<file path="config.mk">
export PLATFORM = sky130hd
export DESIGN_NAME = mul_div_unit
export DESIGN_NICKNAME = d
export VERILOG_FILES = /design/src/rtl/mul_div_unit.sv
export SDC_FILE = /design/constraint.sdc
export NUM_CORES = 1
export LEC_CHECK = 0
export CORE_UTILIZATION = 38
export CTS_CLUSTER_DIAMETER = 30
export DETAILED_ROUTE_END_ITERATION = 10
export PLACE_DENSITY_LB_ADDON = 0.08
export SYNTH_ARGS = -nofsm -noshare
export SYNTH_HDL_FRONTEND = slang
export SYNTH_SLANG_ARGS = --single-unit
export TNS_END_PERCENT = 1
</file>
<file path="constraint.sdc">
create_clock -name clk -period 4.25 [get_ports clk]
set_clock_uncertainty 0.2 [all_clocks]
set_input_delay 0.425 -clock clk [delete_from_list [all_inputs] [get_ports clk]]
set_output_delay 0.425 -clock clk [all_outputs]
set_load 0.01 [all_outputs]
</file>
<file path="src/rtl/mul_div_unit.sv">
`default_nettype none
// ============================================================================
// Module   : mul_div_unit
// Purpose  : Iterative HI/LO multiply/divide unit for the execute stage.
//            Shift-add multiply and restoring divide, one bit per cycle,
//            with a busy/done handshake and MTHI/MTLO write access.
// Options  : MULDIV_SIGNED_EN - when defined, op[1]=1 selects signed
//            MULT/DIV; when undefined, op[1] is ignored.
// Revision : 1.0 - initial release
// ============================================================================
module mul_div_unit #(
    parameter int WIDTH = 32
) (
    input  logic             clk,
    input  logic             rst,
    input  logic             start,
    input  logic [1:0]       op,
    input  logic [WIDTH-1:0] rs_data,
    input  logic [WIDTH-1:0] rt_data,
    input  logic             hi_we,
    input  logic             lo_we,
    input  logic [WIDTH-1:0] hilo_wdata,
    output logic             busy,
    output logic             done,
    output logic [WIDTH-1:0] hi,
    output logic [WIDTH-1:0] lo
);

    localparam int CW = $clog2(WIDTH);

    typedef enum logic [1:0] {
        S_IDLE = 2'd0,
        S_MUL  = 2'd1,
        S_DIV  = 2'd2,
        S_DONE = 2'd3
    } state_t;

    state_t               state_q;
    logic                 busy_q, done_q;
    logic [WIDTH-1:0]     hi_q, lo_q;
    logic [CW-1:0]        cnt_q;
    // Shared working register: {partial product | remainder, multiplier | quotient}
    logic [2*WIDTH-1:0]   prod_q;
    logic [WIDTH-1:0]     b_q;
    logic                 bzero_q;

    logic [WIDTH-1:0]     a_mag, b_mag;
    logic [WIDTH:0]       mul_sum;
    logic [2*WIDTH-1:0]   mul_d;
    logic [WIDTH:0]       div_shift;
    logic                 div_ge;
    logic [WIDTH-1:0]     div_diff;
    logic [2*WIDTH-1:0]   div_d;
    logic [2*WIDTH-1:0]   mul_res;
    logic [WIDTH-1:0]     quo_res, rem_res;
    logic [WIDTH-1:0]     res_hi, res_lo;
    logic                 last_iter;

`ifdef MULDIV_SIGNED_EN
    logic                 sign_a, sign_b;
    logic                 neg_res_q, neg_rem_q;

    // Signed ops work on magnitudes; signs are restored when the result is written
    always_comb begin
        sign_a = op[1] & rs_data[WIDTH-1];
        sign_b = op[1] & rt_data[WIDTH-1];
        a_mag  = sign_a ? -rs_data : rs_data;
        b_mag  = sign_b ? -rt_data : rt_data;
    end
`else
    logic                 unused_op1;
    assign unused_op1 = op[1];
    assign a_mag      = rs_data;
    assign b_mag      = rt_data;
`endif

    // One multiply step (conditional add, shift right) and one restoring divide step
    always_comb begin
        mul_sum   = {1'b0, prod_q[2*WIDTH-1:WIDTH]} + (prod_q[0] ? {1'b0, b_q} : '0);
        mul_d     = {mul_sum, prod_q[WIDTH-1:1]};
        div_shift = {prod_q[2*WIDTH-1:WIDTH], prod_q[WIDTH-1]};
        div_ge    = (div_shift >= {1'b0, b_q});
        div_diff  = div_shift[WIDTH-1:0] - b_q;
        div_d     = {(div_ge ? div_diff : div_shift[WIDTH-1:0]),
                     prod_q[WIDTH-2:0], div_ge};
    end

    // Final HI/LO values taken from the last iteration's next state
    always_comb begin
`ifdef MULDIV_SIGNED_EN
        mul_res = neg_res_q ? -mul_d : mul_d;
        quo_res = bzero_q ? '1 : (neg_res_q ? -div_d[WIDTH-1:0] : div_d[WIDTH-1:0]);
        // For a zero divisor the remainder is |dividend|, so this restores the dividend
        rem_res = neg_rem_q ? -div_d[2*WIDTH-1:WIDTH] : div_d[2*WIDTH-1:WIDTH];
`else
        mul_res = mul_d;
        quo_res = bzero_q ? '1 : div_d[WIDTH-1:0];
        rem_res = div_d[2*WIDTH-1:WIDTH];
`endif
        res_hi  = (state_q == S_DIV) ? rem_res : mul_res[2*WIDTH-1:WIDTH];
        res_lo  = (state_q == S_DIV) ? quo_res : mul_res[WIDTH-1:0];
    end

    assign last_iter = (cnt_q == CW'(WIDTH - 1));

    // Control FSM, iteration datapath and architectural HI/LO registers
    always_ff @(posedge clk) begin
        if (rst) begin
            state_q   <= S_IDLE;
            busy_q    <= 1'b0;
            done_q    <= 1'b0;
            hi_q      <= '0;
            lo_q      <= '0;
            cnt_q     <= '0;
            prod_q    <= '0;
            b_q       <= '0;
            bzero_q   <= 1'b0;
`ifdef MULDIV_SIGNED_EN
            neg_res_q <= 1'b0;
            neg_rem_q <= 1'b0;
`endif
        end else begin
            case (state_q)
                S_IDLE: begin
                    done_q <= 1'b0;
                    if (start) begin
                        // start has priority over a same-cycle MTHI/MTLO
                        prod_q  <= {{WIDTH{1'b0}}, a_mag};
                        b_q     <= b_mag;
                        bzero_q <= (rt_data == '0);
                        cnt_q   <= '0;
                        busy_q  <= 1'b1;
                        state_q <= op[0] ? S_DIV : S_MUL;
`ifdef MULDIV_SIGNED_EN
                        neg_res_q <= sign_a ^ sign_b;
                        neg_rem_q <= sign_a;
`endif
                    end else begin
                        if (hi_we) hi_q <= hilo_wdata;
                        if (lo_we) lo_q <= hilo_wdata;
                    end
                end
                S_MUL, S_DIV: begin
                    prod_q <= (state_q == S_DIV) ? div_d : mul_d;
                    cnt_q  <= cnt_q + CW'(1);
                    if (last_iter) begin
                        hi_q    <= res_hi;
                        lo_q    <= res_lo;
                        busy_q  <= 1'b0;
                        done_q  <= 1'b1;
                        state_q <= S_DONE;
                    end
                end
                S_DONE: begin
                    done_q  <= 1'b0;
                    state_q <= S_IDLE;
                end
                default: begin
                    busy_q  <= 1'b0;
                    done_q  <= 1'b0;
                    state_q <= S_IDLE;
                end
            endcase
        end
    end

    assign busy = busy_q;
    assign done = done_q;
    assign hi   = hi_q;
    assign lo   = lo_q;

endmodule
`default_nettype wire
</file>
==> impl_metrics.tcl <==
set metrics [dict create \
    combPwrFrac_pct 61.3 \
    dieWidth_um 180.1 \
    syn_nets 1805 \
    start_util_pct 38.99 \
    finalHoldViolations 0 \
    synth_cell_types 70 \
    drive_gt1_share_pct 7.860 \
    path_cells "inv_1 -> ha_1 -> a21o_1 -> a21o_1 -> a2111oi_2 -> nor3_1 -> buf_4 -> nor4_4 -> nor2_1 -> o311ai_1 -> o21ai_0" \
    layout_common_cells "nand2_1 (231), dfxtp_1 (170), a21oi_1 (168)" \
    via_count 12790 \
    fmax_mhz 245.3 \
    initialDrtViolationCount 1034 \
    synth-main-ff-cell "dfxtp_1" \
    cts_tree "done" \
    grt_usage_pct 28.37 \
    syn_avg_cell_area_sq_um 7.385 \
    synthArstFlopShare_pct 0 \
    gp_congestion 0.9301 \
    dr.max_layer_used "met4" \
    fp-row-count 64 \
    crit_slowest_cell "o311ai_1" \
    period_share_pct 95.93 \
    ios 169 \
    r2r_end "prod_q[44]" \
    antenna_found_initial 0 \
    synth_edf_count 0 \
    cts-root-buf "clkbuf_16" \
    cpMostUsedCell "a21o_1" \
    path_buf_inv 2 \
    worst_ep_required_time_ns 4.35 \
    seq_power_share_pct 23.2 \
    fin_nets 1955 \
    htree_levels 4 \
    die_h_um 180.1 \
    rr_startpoint "b_q[26]" \
    wirelength_mm 45.80 \
    crit_arrival_ns 4.18 \
    r2r_cells 11 \
    pwr-share-clk_pct 15.5 \
    hold_path.startpoint "rst" \
    synthCells 1632 \
    drc 0 \
    report.final.slew_viol_count 0 \
    first_pass_iters 5 \
    seq_area_frac_synth_pct 28.24 \
    maxCapViolCount 0 \
    path_max_fanout 8 \
    worst_setup_path_start_kind "flip-flop" \
    design.die.area_sq_um 32430 \
    clkLatencyLatePin_ns 0.47 \
    wl_met2_mm 20.93 \
    cp_top_family "compound AO/OA/AOI/OAI gates" \
    p_leak_nw 5.898 \
    numClockSinks 170 \
    p_int_mw 5.613 \
    gr-total-overflow 0 \
    first_global_vias 12130 \
    status "finished, final reports clean" \
    rsz0062_at_grt "no" \
    netlist_area_sq_um 12050 \
    ant_nets 0 \
    p_per_area_nw_per_um2 722.1 \
    endpoint_kind "flip-flop" \
    worst_hold_slack_ns 0.1998 \
    cts_buffer_depth 2 \
    synth_warnings 0 \
    crit_type "reg2reg" \
    area_growth_pct 25.01 \
    min_to "cnt_q[1]" \
    period_needed_ns 4.077 \
    holdPathStages 2 \
    grt_max_degree 92 \
    slowest_delay_ns 1.02 \
    ir_worst_vdd_mv 0.8758 \
    finalSetupViolations 0 \
    hp-class "in2reg" \
    path_clk_slew_ns 0.08 \
    relSlewSlack_pct 20.15 \
    dr_wl_met3_mm 2.620 \
    total_switching_power_mw 5.265 \
    wl_per_cell_um 20.90 \
    rrSetupSlack_ns 0.17 \
    vias_per_cell 5.836 \
    finalSetupTns_ns 0 \
    power.total_mw 10.88 \
    critPathLaunch "b_q[26]" \
    wl_met1_mm 20.52 \
    worstMarginPinSlew_ns 1.179 \
    layout_commonest_cell "nand2_1" \
    grt_pass1_wl_mm 70.69 \
    synth-seq-cells 170 \
    coreArea_sq_um 30910 \
    dp.final_hpwl_mm 35.01 \
    io_buffers 167 \
    numCtsBuffers 17 \
    swShare_pct 48.40 \
]
[power groups by stage]
stage | Clock [mW] | Sequential (mW) | Combinational, mW
after floorplan | 0 | 2.55 | 3.99
after global placement | 0 | 2.54 | 6.50
after detailed placement | 0 | 2.54 | 6.54
after CTS | 1.72 | 2.51 | 6.57
after global routing | 1.77 | 2.59 | 7.27
final | 1.69 | 2.52 | 6.67
[synthesized netlist by cell type, types with 4 or more instances]
cell,n,area [sq um]
nand2_1,231,867.1
dfxtp_1,170,3403
a21oi_1,168,840.8
o21ai_0,126,630.6
nor2_1,118,442.9
clkbuf_1,99,371.6
ha_1,68,850.8
o211ai_1,60,450.4
inv_1,53,198.9
a31oi_1,44,275.3
mux2i_1,44,440.4
and2_1,43,269.0
a211oi_1,36,270.3
nor3_1,36,180.2
nand3_1,35,175.2
a21o_1,24,180.2
xnor2_1,24,210.2
xor2_1,24,210.2
or3_1,22,137.6
nor4_1,17,106.4
nand4_1,15,93.84
nor2b_1,14,87.58
mux2_2,11,123.9
a31o_2,8,70.07
and3_1,8,50.05
nand2b_1,8,50.05
o21a_1,8,60.06
a2111oi_0,7,61.31
a211o_1,6,52.55
buf_2,6,30.03
o21bai_1,6,45.04
o311ai_0,6,52.55
o31a_1,6,52.55
o31ai_1,6,45.04
and4_1,5,43.79
buf_1,5,18.77
o22ai_1,5,31.28
a22oi_1,4,30.03
[how the worst max path moves through the flow]
stage / cells past startpoint / slack (ns) / to
2_1_floorplan: 12 / 0.91 / hi[25]
3_3_place_gp: 12 / 0.14 / hi[13]
3_5_place_dp: 12 / 0.14 / hi[13]
4_1_cts: 12 / 0.11 / hi[13]
5_1_grt: 12 / 0.04 / hi[25]
6_report: 11 / 0.17 / prod_q[44]
[per-stage QoR]
step	setup WS [ns]	std cells	cell area (sq um)	util [%]
finish	0.1729	2191	15070	48.74
global route	0.04235	2190	15060	48.73
CTS	0.1056	2186	15010	48.56
detailed placement	0.1423	2155	14400	46.60
global placement	0.1429	2155	14400	46.60
floorplan	0.9062	1632	12050	-
[routing by layer]
layer | global-route usage [%] | vias up
met5 | 0 | -
met3 | 5.234 | 86
met2 | 45.93 | 400
met1 | 37.24 | 6047
met4 | 11.21 | 0
li1 | - | 6253
[kinds of logic (layout without fill, tap and decap cells)]
kind of cell / Yosys count / in the layout / synth area share [%]
AND/OR/NAND/NOR: 564 / 564 / 21.68
AO/OA/AOI/OAI: 559 / 559 / 29.13
flip-flops: 170 / 170 / 28.24
buffers and inverters: 165 / 327 / 5.264
adder cells (fa/ha/maj): 70 / 70 / 7.392
multiplexers: 56 / 56 / 4.807
XOR/XNOR: 48 / 48 / 3.488
other: 0 / 1 / 0
[layout make-up]
cell class | count | area, sq um
multi-input combinational | 1297 | 8084
sequential | 170 | 3403
antenna | 1 | 2.502
tap | 396 | 495.5
timing repair buffer | 242 | 2270
fill | 3133 | 15840
clock inverter | 13 | 168.9
inverter | 54 | 202.7
clock buffer | 18 | 439.2
[worst register-to-register path, delay by kind of cell, from the launching register on]
| family | cells | cell delay, ns |
|---|---|---|
| DFF | 1 | 0.35 |
| adders and majority gates | 1 | 0.38 |
| and+or+nand+nor | 3 | 0.72 |
| buffers and inverters | 2 | 0.22 |
| AOI/OAI and AO/OA | 5 | 2.06 |
[timing repair]
| item | in CTS | in global routing |
|---|---|---|
| setup endpoints to repair | 0 | 21 |
| gates resized for setup | 0 | 2 |
| setup buffers | 0 | 4 |
| hold buffers | 0 | 0 |
[flip-flops by register name (all words and copies together), names as in the netlist]
signal   flops
b_q         32
busy         1
bzero_q      1
cnt_q        5
done         1
hi          32
lo          32
prod_q      64
state_q      2
Note: power is estimated with default switching activity, not from simulation.
